<file path="src/rtl/w5100s_spi_slave.sv">
// SPI responder for W5100S 32-bit register frames (control, address, data) driving a local
// register bus. Define W5100S_SPISLAVE_STATS_EN to build the frame/error counters.
module w5100s_spi_slave #(
    parameter int unsigned SYNC_STAGES = 2
) (
    input  logic        clk,
    input  logic        rst,
    input  logic        ss_n,
    input  logic        sclk,
    input  logic        mosi,
    output logic        miso,
    output logic        miso_oe,
    output logic [15:0] reg_addr,
    output logic [7:0]  reg_wdata,
    output logic        reg_we,
    output logic        reg_re,
    input  logic [7:0]  reg_rdata,
    output logic        frame_done,
    output logic        frame_err,
    output logic [15:0] frame_cnt,
    output logic [15:0] err_cnt
);

    typedef enum logic [2:0] {StIdle, StControl, StAddress, StData, StTail} state_e;

    logic [SYNC_STAGES-1:0] ss_sync, sclk_sync, mosi_sync;
    logic                   ss_prev, sclk_prev;
    logic                   ss_s, mosi_s;
    logic                   ss_fall, ss_rise, sclk_rise, sclk_fall;

    // Synchronizers run through reset so the pin level is known on release.
    always_ff @(posedge clk) begin
        ss_sync   <= {ss_sync[SYNC_STAGES-2:0], ss_n};
        sclk_sync <= {sclk_sync[SYNC_STAGES-2:0], sclk};
        mosi_sync <= {mosi_sync[SYNC_STAGES-2:0], mosi};
        ss_prev   <= ss_sync[SYNC_STAGES-1];
        sclk_prev <= sclk_sync[SYNC_STAGES-1];
    end

    assign ss_s      = ss_sync[SYNC_STAGES-1];
    assign mosi_s    = mosi_sync[SYNC_STAGES-1];
    assign ss_fall   = ss_prev & ~ss_s;
    assign ss_rise   = ~ss_prev & ss_s;
    assign sclk_rise = ~sclk_prev & sclk_sync[SYNC_STAGES-1];
    assign sclk_fall = sclk_prev & ~sclk_sync[SYNC_STAGES-1];

    state_e      state_q, state_d;
    logic [4:0]  bit_cnt_q, bit_cnt_d;
    logic [14:0] rx_q, rx_d;
    logic [15:0] rx_shift;
    logic [23:0] tx_q, tx_d;
    logic        miso_q, miso_d;
    logic        miso_oe_q;
    logic        is_wr_q, is_wr_d;
    logic [15:0] addr_q, addr_d;
    logic [7:0]  wdata_q, wdata_d;
    logic        we_q, we_d, re_q, re_d, done_q, done_d, err_q, err_d;
    logic        rd_pend_q;
    logic        last_rise;

    assign rx_shift  = {rx_q, mosi_s};
    assign last_rise = sclk_rise && (state_q == StData) && (bit_cnt_q == 5'd31);

    always_comb begin
        state_d   = state_q;
        bit_cnt_d = bit_cnt_q;
        rx_d      = rx_q;
        tx_d      = tx_q;
        miso_d    = miso_q;
        is_wr_d   = is_wr_q;
        addr_d    = addr_q;
        wdata_d   = wdata_q;
        we_d      = 1'b0;
        re_d      = 1'b0;
        done_d    = 1'b0;
        err_d     = 1'b0;

        case (state_q)
            StIdle: begin
                miso_d = 1'b0;
                if (ss_fall) begin
                    state_d   = StControl;
                    bit_cnt_d = '0;
                    // 0x000102 with its MSB already on miso
                    tx_d      = 24'h000204;
                end else if (!ss_s) begin
                    state_d = StTail;
                end
            end
            StControl, StAddress, StData: begin
                if (sclk_fall) begin
                    miso_d = tx_q[23];
                    tx_d   = {tx_q[22:0], 1'b0};
                end
                if (sclk_rise) begin
                    rx_d      = rx_shift[14:0];
                    bit_cnt_d = bit_cnt_q + 5'd1;
                end
                if (ss_rise && !last_rise) begin
                    err_d   = 1'b1;
                    state_d = StIdle;
                    miso_d  = 1'b0;
                end else if (sclk_rise) begin
                    if (state_q == StControl && bit_cnt_q == 5'd7) begin
                        if (rx_shift[7:0] == 8'hF0 || rx_shift[7:0] == 8'h0F) begin
                            is_wr_d = (rx_shift[7:0] == 8'hF0);
                            state_d = StAddress;
                        end else begin
                            err_d   = 1'b1;
                            state_d = StTail;
                            miso_d  = 1'b0;
                        end
                    end else if (state_q == StAddress && bit_cnt_q == 5'd23) begin
                        addr_d  = rx_shift;
                        state_d = StData;
                        if (is_wr_q) tx_d = {8'h03, 16'h0000};
                        else         re_d = 1'b1;
                    end else if (last_rise) begin
                        if (is_wr_q) begin
                            wdata_d = rx_shift[7:0];
                            we_d    = 1'b1;
                        end
                        done_d  = 1'b1;
                        state_d = ss_rise ? StIdle : StTail;
                        miso_d  = 1'b0;
                    end
                end
            end
            StTail: begin
                miso_d = 1'b0;
                if (ss_rise) state_d = StIdle;
            end
            default: state_d = StIdle;
        endcase

        // Read data arrives one cycle after the reg_re pulse
        if (rd_pend_q) tx_d[23:16] = reg_rdata;
    end

    always_ff @(posedge clk) begin
        if (rst) begin
            state_q   <= StIdle;
            bit_cnt_q <= '0;
            rx_q      <= '0;
            tx_q      <= '0;
            miso_q    <= 1'b0;
            miso_oe_q <= 1'b0;
            is_wr_q   <= 1'b0;
            addr_q    <= '0;
            wdata_q   <= '0;
            we_q      <= 1'b0;
            re_q      <= 1'b0;
            done_q    <= 1'b0;
            err_q     <= 1'b0;
            rd_pend_q <= 1'b0;
        end else begin
            state_q   <= state_d;
            bit_cnt_q <= bit_cnt_d;
            rx_q      <= rx_d;
            tx_q      <= tx_d;
            miso_q    <= miso_d;
            miso_oe_q <= ~ss_s;
            is_wr_q   <= is_wr_d;
            addr_q    <= addr_d;
            wdata_q   <= wdata_d;
            we_q      <= we_d;
            re_q      <= re_d;
            done_q    <= done_d;
            err_q     <= err_d;
            rd_pend_q <= re_q;
        end
    end

`ifdef W5100S_SPISLAVE_STATS_EN
    logic [15:0] frame_cnt_q, err_cnt_q;

    always_ff @(posedge clk) begin
        if (rst) begin
            frame_cnt_q <= '0;
            err_cnt_q   <= '0;
        end else begin
            if (done_q && frame_cnt_q != 16'hFFFF) frame_cnt_q <= frame_cnt_q + 16'd1;
            if (err_q && err_cnt_q != 16'hFFFF)    err_cnt_q   <= err_cnt_q + 16'd1;
        end
    end

    assign frame_cnt = frame_cnt_q;
    assign err_cnt   = err_cnt_q;
`else
    assign frame_cnt = '0;
    assign err_cnt   = '0;
`endif

    assign miso       = miso_q;
    assign miso_oe    = miso_oe_q;
    assign reg_addr   = addr_q;
    assign reg_wdata  = wdata_q;
    assign reg_we     = we_q;
    assign reg_re     = re_q;
    assign frame_done = done_q;
    assign frame_err  = err_q;

endmodule

</file>
<file path="config.mk">
export PLATFORM = sky130hd
export DESIGN_NAME = w5100s_spi_slave
export DESIGN_NICKNAME = d
export VERILOG_FILES = /design/src/rtl/w5100s_spi_slave.sv
export SDC_FILE = /design/constraint.sdc
export NUM_CORES = 1
export LEC_CHECK = 0
export CAP_MARGIN = 20
export CORE_AREA = 2 2 82 100
export DETAILED_ROUTE_END_ITERATION = 7
export DIE_AREA = 0 0 84 102
export PLACE_DENSITY = 0.78
export SKIP_CTS_REPAIR_TIMING = 1
export SLEW_MARGIN = 20
export SYNTH_ARGS = -nofsm -noshare
export SYNTH_HDL_FRONTEND = slang
export SYNTH_SLANG_ARGS = --single-unit
</file>
<file path="constraint.sdc">
create_clock -name clk -period 2.9 [get_ports clk]
set_clock_uncertainty 0.1 [all_clocks]
set_input_delay 0.435 -clock clk [delete_from_list [all_inputs] [get_ports clk]]
set_output_delay 0.435 -clock clk [all_outputs]
set_load 0.01 [all_outputs]
</file>
==> metrics.txt, run 1 <==
Core Footprint=7576 um2; Synth-to-Final Area Change=14.07%; Clock Tree Buf Depth=2; required time of the critical path=3.05 ns; IO Port Bufs=42; first-pass GRT wire length=12630 um; die width=84 um; synthesized area per cell=8.999 um2; final-report setup violation count=0; WS Path Type=register to register; drt pass-1 iters=4; IO Pins=75; Fillers=711; TNS Setup=0 ns; ys async rst share=0; Setup WS pre-CTS=0.6421 ns; DR WL met2=3744 um; # H-tree levels=3; Hold Fails Final Rpt=0; VDD IR max=400.4 uV; area of the multi-input gates=1792 um2; Yosys reg bits=87; Post-DRT Antenna Nets=0; via count=2948; status=finished clean; Seq/Total Area, Yosys=0.4586; Worst-path clk slew=0.09 ns; TritonCTS clock tree=built; maximum number of pins on one net before global-route repair=33; Post-DP HPWL=5261 um; worst path arrival time=2.41 ns; Netlist cell types=59; drt drc=0; fmax=0.4430 GHz; Crit Reg-Reg Startpoint=bit_cnt_q[0]$_SDFFE_PP0P_; Die ar.=8568 um2; worst hold path class=register to register; hold path startpoint=ss_sync[0]$_DFF_P_; vias in the first global route=2771; placed cells=536; startpoint types=register; Mapped Area=3797 um2; final worst slack=0.6425 ns; initial core utilization=0.5012; Post-DP Area=4124 um2; DR WL met3=290 um; Die Span Y=102 um; DR top layer=met4; layout cell share with drive strength beyond 1=0.1000; final slew viol count=0; initial antenna violation count=0; finished layout cell area=4332 um2; RSZ-0062 raised after global routing=false; P_leak=0.001716 uW; WL met1=3383 um; grt ovf=0; GPL Wtd Cong=0.9017; Power Dens Cells=575.8 nW/um2; Max Fanout on Critical Path=8; Num Clock Sinks=87; Worst Setup SP=bit_cnt_q[0]$_SDFFE_PP0P_; period utilization=0.7784; Num CTS Buffers=9; hold slack=0.2317 ns; Root Buffer=clkbuf_8; Slew HR=0.5917; nets@finish=470; routed vias/inst=5.341; wire length per cell=13.59 um; Row Count=35; diode count=0; area occupied by registers=1742 um2; synth warn=0; worst-skew pair later-pin latency=0.35 ns; actual slew at the worst max-slew pin=0.6092 ns; Post-Layout Cell Count=552; Primary FF master, synth=dfxtp_1; Final min period=2.257 ns; drt total wl=7504 um; EDFF count, synth=0; Max-cap violations=0; CP Capture Type=register; initial detailed-routing violation count=206; GRT Util Overall=0.1802; Synth Instances=422
[Yosys cell counts, types with 3 or more instances]
master,number,area share
a21oi_1,36,0.047
inv_1,4,0.0040
o221a_2,6,0.018
nand2b_1,3,0.0049
nand4_1,5,0.0082
buf_2,4,0.0053
buf_6,3,0.0089
o21ai_0,6,0.0079
a22oi_1,4,0.0079
buf_4,33,0.065
nand3_1,5,0.0066
o211ai_1,3,0.0059
dfxtp_1,87,0.46
mux2i_1,30,0.079
nor3_1,4,0.0053
nor2b_1,4,0.0066
clkbuf_1,16,0.016
nor2_1,46,0.045
nand2_1,65,0.064
o21ai_1,8,0.011
[placed cells by master (no fill, tap or decap), types with 3 or more instances in the layout]
cell type	Yosys	routed
a21oi_1	36	36
a22oi_1	4	4
buf_4	33	6
clkbuf_8	0	11
clkdlybuf4s50_1	0	41
conb_1	1	32
dfxtp_1	87	87
inv_1	4	4
mux2i_1	30	30
nand2_1	65	65
nand2b_1	3	3
nand3_1	5	5
nand4_1	5	5
nor2_1	46	46
nor2b_1	4	4
nor3_1	4	4
o211ai_1	3	3
o21ai_0	6	6
o21ai_1	8	8
o221a_2	6	6
[per-stage QoR]
stage               utilization  power, uW
global placement         0.5443       1643
finish                   0.5718       2494
CTS                      0.5718       2500
floorplan                     -       1620
detailed placement       0.5443       1652
global route             0.5718       2600
[cell families (layout without fill, tap and decap cells)]
family / count (synthesis) / in the layout / share of synthesized area
AO/OA/AOI/OAI: 86 / 86 / 0.1575
XOR/XNOR: 3 / 3 / 0.006921
adder cells (fa/ha/maj): 2 / 2 / 0.006589
buffers and inverters: 61 / 68 / 0.1002
flip-flops: 87 / 87 / 0.4586
multiplexers: 30 / 30 / 0.07908
other: 1 / 32 / 0.0009875
AND/OR/NAND/NOR: 152 / 152 / 0.1901
[layer usage]
metal / up-vias / GRT usage
li1: 1451 / -
met1: 1427 / 0.2222
met2: 63 / 0.3132
met3: 7 / 0.04200
met4: 0 / 0.06079
met5: - / 0
[registers in the layout, indices dropped and copies added (netlist names), 2 cells and up]
signal,flops
tx_q,24
reg_addr,16
rx_q,15
reg_wdata,8
bit_cnt_q,5
state_q,3
mosi_sync,2
sclk_sync,2
ss_sync,2
[power breakdown]
part / switching, uW / internal (uW) / total, uW
Clock: 418 / 444 / 862
Combinational: 234 / 130 / 364
Sequential: 44.8 / 1220 / 1270
Total: 697 / 1800 / 2490
[critical path, stage by stage, from the launching register on]
cell and delay [ns]:
dfxtp_1 0.37, ha_1 0.24, and3_1 0.18, ha_1 0.13, nand3_1 0.16, or2_1 0.29
or2_1 0.41, mux2i_1 0.22, nor2_1 0.05
[area by class of cell]
| cell class | instances | share of cell area |
|---|---|---|
| Clock buffer | 11 | 0.03495 |
| Multi-Input combinational cell | 305 | 0.4136 |
| Sequential cell | 87 | 0.4021 |
| Timing Repair Buffer | 48 | 0.1063 |
| Inverter | 4 | 0.003466 |
| Clock inverter | 5 | 0.01300 |
| Tap cell | 92 | 0.02657 |
[path summary, 6_finish.rpt]
| check | end | slack [ns] | cells after the start |
|---|---|---|---|
| worst max-delay path | reg_wdata[6]$_SDFFE_PP0P_ | 0.64 | 8 |
| worst min register to register | ss_sync[1]$_DFF_P_ | 0.23 | 0 |
| worst max register to register | reg_wdata[6]$_SDFFE_PP0P_ | 0.64 | 8 |
| worst min-delay path | ss_sync[1]$_DFF_P_ | 0.23 | 0 |
Note: power is estimated with default switching activity, not from simulation.
==> run 2: changes to the inputs <==
==> constraint.sdc (replaced) <==
create_clock -name clk -period 2.2 [get_ports clk]
set_clock_uncertainty 0.1 [all_clocks]
set_input_delay 0.33 -clock clk [delete_from_list [all_inputs] [get_ports clk]]
set_output_delay 0.33 -clock clk [all_outputs]
set_load 0.01 [all_outputs]
==> run 2 against run 1 <==
Compared with the run above:
- sequential power rose by 31%
- highest routed layer unchanged
- sequential share of layout area fell by 2.3 points
- routed wire length rose by 2.9%
- register-to-register slack got worse by 0.60 ns
- combinational power rose by 60%
==> metrics.txt, run 2 (synthesized netlist as in run 1, its figures left out) <==
required time of the critical path=2.31 ns (-0.74 ns); Slew HR=0.5399 (-0.05179); worst hold path class=register to register; Post-DRT Antenna Nets=0 (unchanged); GRT Util Overall=0.1745 (-0.005669); Core Footprint=7576 um2 (unchanged); area of the multi-input gates=1884 um2 (+5.2%); worst path arrival time=2.27 ns (-0.14 ns); first-pass GRT wire length=12320 um (-2.5%); wire length per cell=13.60 um (about the same); Synth-to-Final Area Change=21.25%; vias in the first global route=2794 (+0.83%); Max Fanout on Critical Path=7 (-1); Fillers=622 (-13%); most frequent cells in the layout=dfxtp_1 (85), nand2_1 (65), nor2_1 (46), clkdlybuf4s50_1 (41), a21oi_1 (36); VDD IR max=532.7 uV (+33%); initial core utilization=0.5012 (unchanged); layout cell share with drive strength beyond 1=0.1534 (+0.05336); Max-cap violations=0 (unchanged); most common cell after layout, fill and taps aside=dfxtp_1; Post-DP HPWL=5277 um (+0.29%); Die Span Y=102 um (unchanged); IO Port Bufs=42 (unchanged); Num Clock Sinks=87 (unchanged); grt ovf=0 (unchanged); maximum number of pins on one net before global-route repair=36 (+9.1%); WS Path Type=register to register; # H-tree levels=3 (unchanged); RSZ-0062 raised after global routing=true; startpoint types=register; fmax=0.4636 GHz (+4.7%); diode count=0 (unchanged); drt pass-1 iters=4 (unchanged); GPL Wtd Cong=0.8755 (-2.9%); hold slack=0.2276 ns (-0.004026 ns); initial antenna violation count=0 (unchanged); Row Count=35 (unchanged); final slew viol count=0 (unchanged); CP Capture Type=register; Overall Power=3576 uW (+43%); routed vias/inst=5.331 (-0.18%); period utilization=0.9805 (+0.2021); Die ar.=8568 um2 (unchanged); drt drc=0 (unchanged); Final min period=2.157 ns (-0.1004 ns); via count=3028 (+2.7%); P_leak=0.001829 uW (+6.6%); actual slew at the worst max-slew pin=0.6902 ns (+0.08101 ns); Num CTS Buffers=9 (unchanged); max FFs per register=24 (unchanged); final-report setup violation count=0 (unchanged); initial detailed-routing violation count=196 (-4.9%); TNS Setup=0 ns (unchanged); die width=84 um (unchanged); Largest Register=tx_q; Worst-path clk slew=0.09 ns (about the same); Hold Fails Final Rpt=0 (unchanged); IO Pins=75 (unchanged); worst-skew pair later-pin latency=0.36 ns (about the same); nets@finish=486 (+3.4%); Power Dens Cells=776.7 nW/um2 (+35%); drt total wl=7725 um (+2.9%); Root Buffer=clkbuf_8; TritonCTS clock tree=built; area occupied by registers=1744 um2 (+0.14%); Clock Tree Buf Depth=2 (unchanged); status=finished clean
==> run 2: cell types whose count changed in the layout (fill, tap and decap cells not counted), sizes merged <==
cell | previous run | this run
clkbuf | 11 | 9
bufinv | 1 | 3
buf | 7 | 22
o311a | 1 | 2
clkinv | 3 | 2
inv | 4 | 5
==> run 2: metal layers <==
metal | vias to the layer above | track usage | wire (um)
met1 | 1449 | 0.2055 | 3330
met2 | 84 | 0.3132 | 3894
li1 | 1482 | - | -
met4 | 0 | 0.06328 | 99
met5 | - | 0 | 0
met3 | 13 | 0.04039 | 400
==> run 2: final timing paths <==
path / from / to / slack [ns] / cells past startpoint
max: bit_cnt_q[1]$_SDFFE_PP0P_ / tx_q[15]$_SDFFE_PP0P_ / 0.04 / 9
min: mosi_sync[0]$_DFF_P_ / mosi_sync[1]$_DFF_P_ / 0.23 / 0
max reg2reg: bit_cnt_q[1]$_SDFFE_PP0P_ / tx_q[15]$_SDFFE_PP0P_ / 0.04 / 9
min reg2reg: mosi_sync[0]$_DFF_P_ / mosi_sync[1]$_DFF_P_ / 0.23 / 0
==> run 2: area by class of cell <==
| cell class | count | share of cell area |
|---|---|---|
| Clock buffer | 9 | 0.02690 |
| Sequential cell | 87 | 0.3788 |
| Clock inverter | 7 | 0.02609 |
| Inverter | 4 | 0.003261 |
| Timing Repair Buffer | 63 | 0.1307 |
| Multi-Input combinational cell | 306 | 0.4092 |
| Tap cell | 92 | 0.02500 |
==> run 2: metrics by stage <==
stage          setup WS, ns    util  cells  cell area, um2
5_1_grt            -0.04405  0.6078    568            4604
2_1_floorplan        0.1297       -    453            3914
6_report            0.04291  0.6078    568            4604
3_5_place_dp       -0.03929  0.5625    551            4262
3_3_place_gp        0.03874  0.5625    551            4262
4_1_cts            -0.07294  0.5947    567            4506
==> run 2: where the power goes <==
part | internal (uW) | leakage [uW] | switching [uW]
Combinational | 229 | 0.00100 | 354
Clock | 758 | 0.000120 | 580
Sequential | 1610 | 0.000706 | 42.2
Total | 2600 | 0.00183 | 976
==> run 2: worst max-delay path, cell delays in order (launching register included) <==
cell,delay [ns]
dfxtp_2,0.37
ha_4,0.14
and3_4,0.19
ha_4,0.14
nand3_4,0.10
buf_6,0.16
a2bb2oi_4,0.16
o311a_4,0.45
o21ai_2,0.15
a21oi_1,0.08
